$ cat config.mk
export PLATFORM = sky130hd
export DESIGN_NAME = spi_write_controller
export DESIGN_NICKNAME = d
export VERILOG_FILES = /design/src/rtl/spi_write_controller.sv
export SDC_FILE = /design/constraint.sdc
export NUM_CORES = 1
export LEC_CHECK = 0
export CORE_MARGIN = 10
export CORE_UTILIZATION = 47
export DETAILED_ROUTE_END_ITERATION = 8
export PLACE_DENSITY = 0.67
export SLEW_MARGIN = 15
export SYNTH_ARGS = -nofsm -noshare
export SYNTH_HDL_FRONTEND = slang
export SYNTH_SLANG_ARGS = --single-unit
$ cat constraint.sdc
create_clock -name clk -period 2.35 [get_ports clk]
set_input_delay 0.47 -clock clk [delete_from_list [all_inputs] [get_ports clk]]
set_output_delay 0.47 -clock clk [all_outputs]
set_load 0.03 [all_outputs]
$ cat src/rtl/spi_write_controller.sv
// spi_write_controller: serialises {1, addr, data} as one 16-bit mode-0 SPI write frame.
// sclk is clk divided by 2*CLK_DIV; copi shifts on the same edge that drops sclk.
module spi_write_controller #(
    parameter int CLK_DIV = 4
) (
    input  logic       clk,
    input  logic       rst,
    input  logic       start,
    input  logic [6:0] addr,
    input  logic [7:0] data,
    output logic       busy,
    output logic       done,
    output logic       sclk,
    output logic       copi,
    output logic       ncs
);
    localparam int CW = $clog2(CLK_DIV + 1);
    localparam logic [CW-1:0] LAST = CW'(CLK_DIV - 1);

    typedef enum logic [2:0] {IDLE, SETUP, HIGH, LOW, HOLD, GAP} state_t;

    state_t        state, state_n;
    logic [CW-1:0] cnt, cnt_n;
    logic [3:0]    bit_cnt, bit_cnt_n;
    logic [15:0]   shreg, shreg_n;
    logic          done_n;
    logic          phase_end;

    assign phase_end = cnt == LAST;

    always_ff @(posedge clk or posedge rst) begin
        if (rst) begin
            state   <= IDLE;
            cnt     <= '0;
            bit_cnt <= '0;
            shreg   <= '0;
            done    <= 1'b0;
        end else begin
            state   <= state_n;
            cnt     <= cnt_n;
            bit_cnt <= bit_cnt_n;
            shreg   <= shreg_n;
            done    <= done_n;
        end
    end

    // Every phase lasts CLK_DIV cycles; the divider restarts at each phase boundary.
    always_comb begin
        state_n   = state;
        bit_cnt_n = bit_cnt;
        shreg_n   = shreg;
        done_n    = 1'b0;
        cnt_n     = (state == IDLE || phase_end) ? '0 : cnt + 1'b1;
        case (state)
            IDLE: if (start) begin
                shreg_n   = {1'b1, addr, data};
                bit_cnt_n = '0;
                state_n   = SETUP;
            end
            SETUP: if (phase_end) state_n = HIGH;
            HIGH: if (phase_end) begin
                if (bit_cnt != 4'd15) begin
                    bit_cnt_n = bit_cnt + 1'b1;
                    shreg_n   = {shreg[14:0], 1'b0};
                    state_n   = LOW;
                end else begin
                    shreg_n   = '0;
                    state_n   = HOLD;
                end
            end
            LOW:  if (phase_end) state_n = HIGH;
            HOLD: if (phase_end) state_n = GAP;
            GAP: if (phase_end) begin
                state_n = IDLE;
                done_n  = 1'b1;
            end
            default: state_n = IDLE;
        endcase
    end

    assign busy = state != IDLE;
    assign sclk = state == HIGH;
    assign ncs  = state == IDLE || state == GAP;
    assign copi = shreg[15];
endmodule
After elaboration in Yosys (flattened, before gate mapping)
Cells that the tools add are included.

$add $sub $neg: 2. Equal/unequal tests: 13. Multiplexer cells: 18. Reduce and logical (&&, ||, !) cells: 9.

Operator list (count): two-way mux 16 bit (3); case mux 16 bit (2 select lines) (1); two-way mux 3 bit (7); case mux 3 bit (5 select lines) (1); two-way mux 4 bit (3); == test 3 x 2 -> 1 bit, second input constant (3); case mux 4 bit (2 select lines) (1); == test 3 bit, second input constant (2); inequality test 2 x 1 -> 1 bit, second input constant (3); inequality test 2 bit, second input constant (3); AND reduction 5 bit (1); adder 4 x 1 -> 4 bit, second input constant (1); inequality test 4 bit, second input constant (1); AND reduction 4 bit (1); adder 3 x 1 -> 3 bit, second input constant (1); == test 3 x 1 -> 1 bit, second input constant (1); logical NOT 3 bit (1); AND reduction 3 bit (1); nonzero test 3 bit (1); logical OR 1 bit (2); two-way mux 1 bit (2); nonzero test 2 bit (1); OR reduction 2 bit (1).

Flip-flop bits (word level): 27. Input port bits: 18. Output and inout bits: 5.

Longest topological paths before layout
Depth in word-level cells: 4. Gate-level depth with buffers: 7. Mapped depth without buffers: 5.

Worst setup path after synthesis
No wires, ideal clock.

Path type: reg-to-output. Start point: register state[0]. End point: output ncs. Arrival time: 1.311 ns. Data required time: 1.880 ns. Slack: 0.569 ns. Cell stages (with the launch flop): 4. Path buffers: 1. Cells stage by stage: dfrtp_1 clkbuf_1 or2_1 a21oi_1.

Cells in the longest elaborated chain, start to end: 2. Elaborated cells on any way between the ends: 3. Classes of those cells: 1 x eq/ne; 2 x reduce/logical.

RTL lines: start, declared (RTL line 22) `state_t state, state_n;`; start signal, assigned (RTL line 39) `state <= state_n;`; == test 3 bit / logical NOT 3 bit (equally long branches) (RTL line 83) `assign ncs = state == IDLE || state == GAP;`; logical OR 1 bit (*) (RTL line 83); end, declared (RTL line 15) `output logic ncs`.

Mark *: on every way between the ends. The rest lies on a longest branch, timed or not.

Worst setup path in the final report
Start point: register state[2]. End point: output ncs.

Same word-level chain as after synthesis.

==> results.ini <==
[run_status]
run_status = finished, final reports clean

[critical_path]
end_kind = output pin
cp_slowest_cell = dfrtp_1
required_ns = 1.88
critPathBufInv = 1
crit_arrival_ns = 1.70
crit_path_max_fanout = 12
cpPeakStageDelay_ns = 0.52
cp-start-kind = register
path_class = reg -> out
cp_cell_sequence = or2_1, a21oi_1, dlygate4sd2_1
cp_top_family = flip-flops

[synth]
ys_warn_count = 0
syn_area_per_cell_um2 = 8.91
synth_cells = 162
syn_nets = 184
ys_seq_area_share_pct = 46.8
synth-main-ff-cell = dfrtp_1
async_flop_share_pct = 100
synth.distinct_cells = 33
netlist_area_um2 = 1440
synth_edf_count = 0
yosys_register_bits = 27

[power]
combPwrFrac_pct = 39.9
max-vdd-ir-drop_mv = 0.529
pwr-share-clk_pct = 12.0
power_mw = 1.68
p_seq_share_pct = 48.0
p_per_area_nw_per_um2 = 983
intPower_mw = 1.04
switching_power_uw = 641
leakage_nw = 0.731
p_sw_share_pct = 38.2

[grt]
grt_pass1_vias = 1204
overflow = 0
grt_pass1_wl_um = 5640
grtUsageTotal_pct = 12.4
grt_max_degree = 28
antenna_found_initial = 0

[die]
rows = 20
die_x_um = 75.4
die_h_um = 75.4
start_util_pct = 48.1
io_pins = 23
die_area_um2 = 5690
core_area_um2 = 3000

[routing]
drtAntennaViolNets = 0
wirelength_um = 3250
wl_per_cell_um = 15.0
drc = 0
routed-via-count = 1245
drt-initial-drc-count = 134
via_per_inst = 5.76
first_pass_iters = 5

[place]
dpl-instance-area_um2 = 1680
hpwl_um = 2250
post-place-cells = 212
pre_cts_ws_ns = 0.283
port_buffers = 22
gp_congestion = 0.767

[clock_network]
tritoncts = yes
clk_path_buf_depth = 2
clk_latency_ns = 0.32
htree_num_levels = 1
cts-root-buf = clkbuf_4
cts.sinks = 27
cts_made_buffers = 3
clk_pin_slew_worst_paths_ns = 0.15
ctsHoldBuffers = 0

[cells_and_area]
instances_no_fill = 216
drive_above_1_share_pct = 8.74
finish.utilization_pct = 56.8
diodes = 0
syn2layout_area_growth_pct = 18.2
fin_area_um2 = 1710
fin_nets = 206

[timing]
worstMarginPinSlew_ns = 0.349
fin_worst_skew_ns = 0.0108
fin_setup_tns_ns = 0
fmax_mhz = 461
worst_hold_slack_ns = 0.445
finalCritPeriodShare_pct = 92.3
finalHoldViolations = 0
drv_slew = 0
setup_slack_ns = 0.182
finalSetupViolCount = 0
rsz0062_at_grt = no
period_needed_ns = 2.17
max-slew-margin-rel_pct = 76.7

[min_path]
min_path_type = reg -> reg

[job]
maxCapViolCount = 0

cells in the mapped netlist (all sizes together), types with 2 or more instances:
cell     count  share of area (%)
dfrtp       27                 47
nand2       21                5.5
a21oi       20                6.9
a31oi       16                6.9
nand3       15                5.2
nor2        10                2.6
buf          7                4.1
clkbuf       6                1.6
o21ai        6                2.1
ha           4                3.5
inv          4                1.0
nand4        3                1.3
a2bb2oi      2                1.2
and3         2               0.87
mux2         2                1.6
mux2i        2                1.4
nand2b       2               0.87
kinds of logic after synthesis:
logic type / share of synthesized area [%]
compound gates: 19.5
fa+ha+maj: 3.47
simple gates: 20.3
mux: 2.95
buf+inv: 7.02
flops: 46.8
power by group through the flow:
stage	clock, mW	sequential [mW]	combinational (mW)
final	0.202	0.806	0.670
after global routing	0.235	0.837	0.760
after CTS	0.210	0.802	0.679
after detailed placement	0	0.812	0.690
after global placement	0	0.803	0.674
after floorplan	0	0.775	0.518
sequential cells by signal, summed over array words and instances (netlist names):
register	cells
bit_cnt	4
state	3
done	1
cnt	3
shreg	16
metal layers:
layer	wire length (um)	vias to the layer above	GRT usage [%]
met1	1520	580	17.1
met4	14	0	3.09
li1	-	623	-
met3	203	2	2.73
met5	0	-	0
met2	1510	40	19.0
cells in the final DEF (no fill, tap or decap), drive strengths merged:
master         instances
dfrtp                 27
a221oi                 1
a31oi                 16
nand2                 21
or3                    1
ha                     4
clkbuf                 3
mux2                   2
or3b                   1
and2                   1
nor3b                  1
o211ai                 1
a21oi                 20
clkdlybuf4s50         19
dlygate4sd2            2
buf                    9
o32a                   1
clkinv                 2
mux2i                  2
nand3                 15
or2                    1
nor2                  10
nand4                  3
o31ai                  1
nor4bb                 1
nor3                   1
inv                    4
o21ai                  6
and3                   2
a2bb2oi                2
nand3b                 1
nand2b                 2
worst paths after layout:
path                            startpoint    endpoint  slack (ns)  depth (start not counted)
worst min-delay path                cnt[0]      cnt[0]        0.44                          1
worst max-delay path              state[2]         ncs        0.18                          3
max in group asynchronous              rst    shreg[5]        1.61                          3
min in group asynchronous              rst  bit_cnt[2]        0.47                          3
worst max register to register      cnt[0]    shreg[6]        0.62                          6
worst min register to register      cnt[0]      cnt[0]        0.44                          1
timing repair:
action	4_1_cts	5_1_grt
setup buffers	0	0
resized for setup	2	0
setup endpoints to repair	2	0
layout make-up:
| cell class | instances | area (um2) |
|---|---|---|
| multi-input cells | 117 | 667 |
| well taps | 33 | 41.3 |
| repair buffers | 30 | 275 |
| clock inverters | 1 | 5.00 |
| clock buffers | 3 | 22.5 |
| flip-flops and latches | 27 | 676 |
| inverters | 5 | 20.0 |
| fillers | 289 | 1300 |
Power figures use the tool's default switching activity.
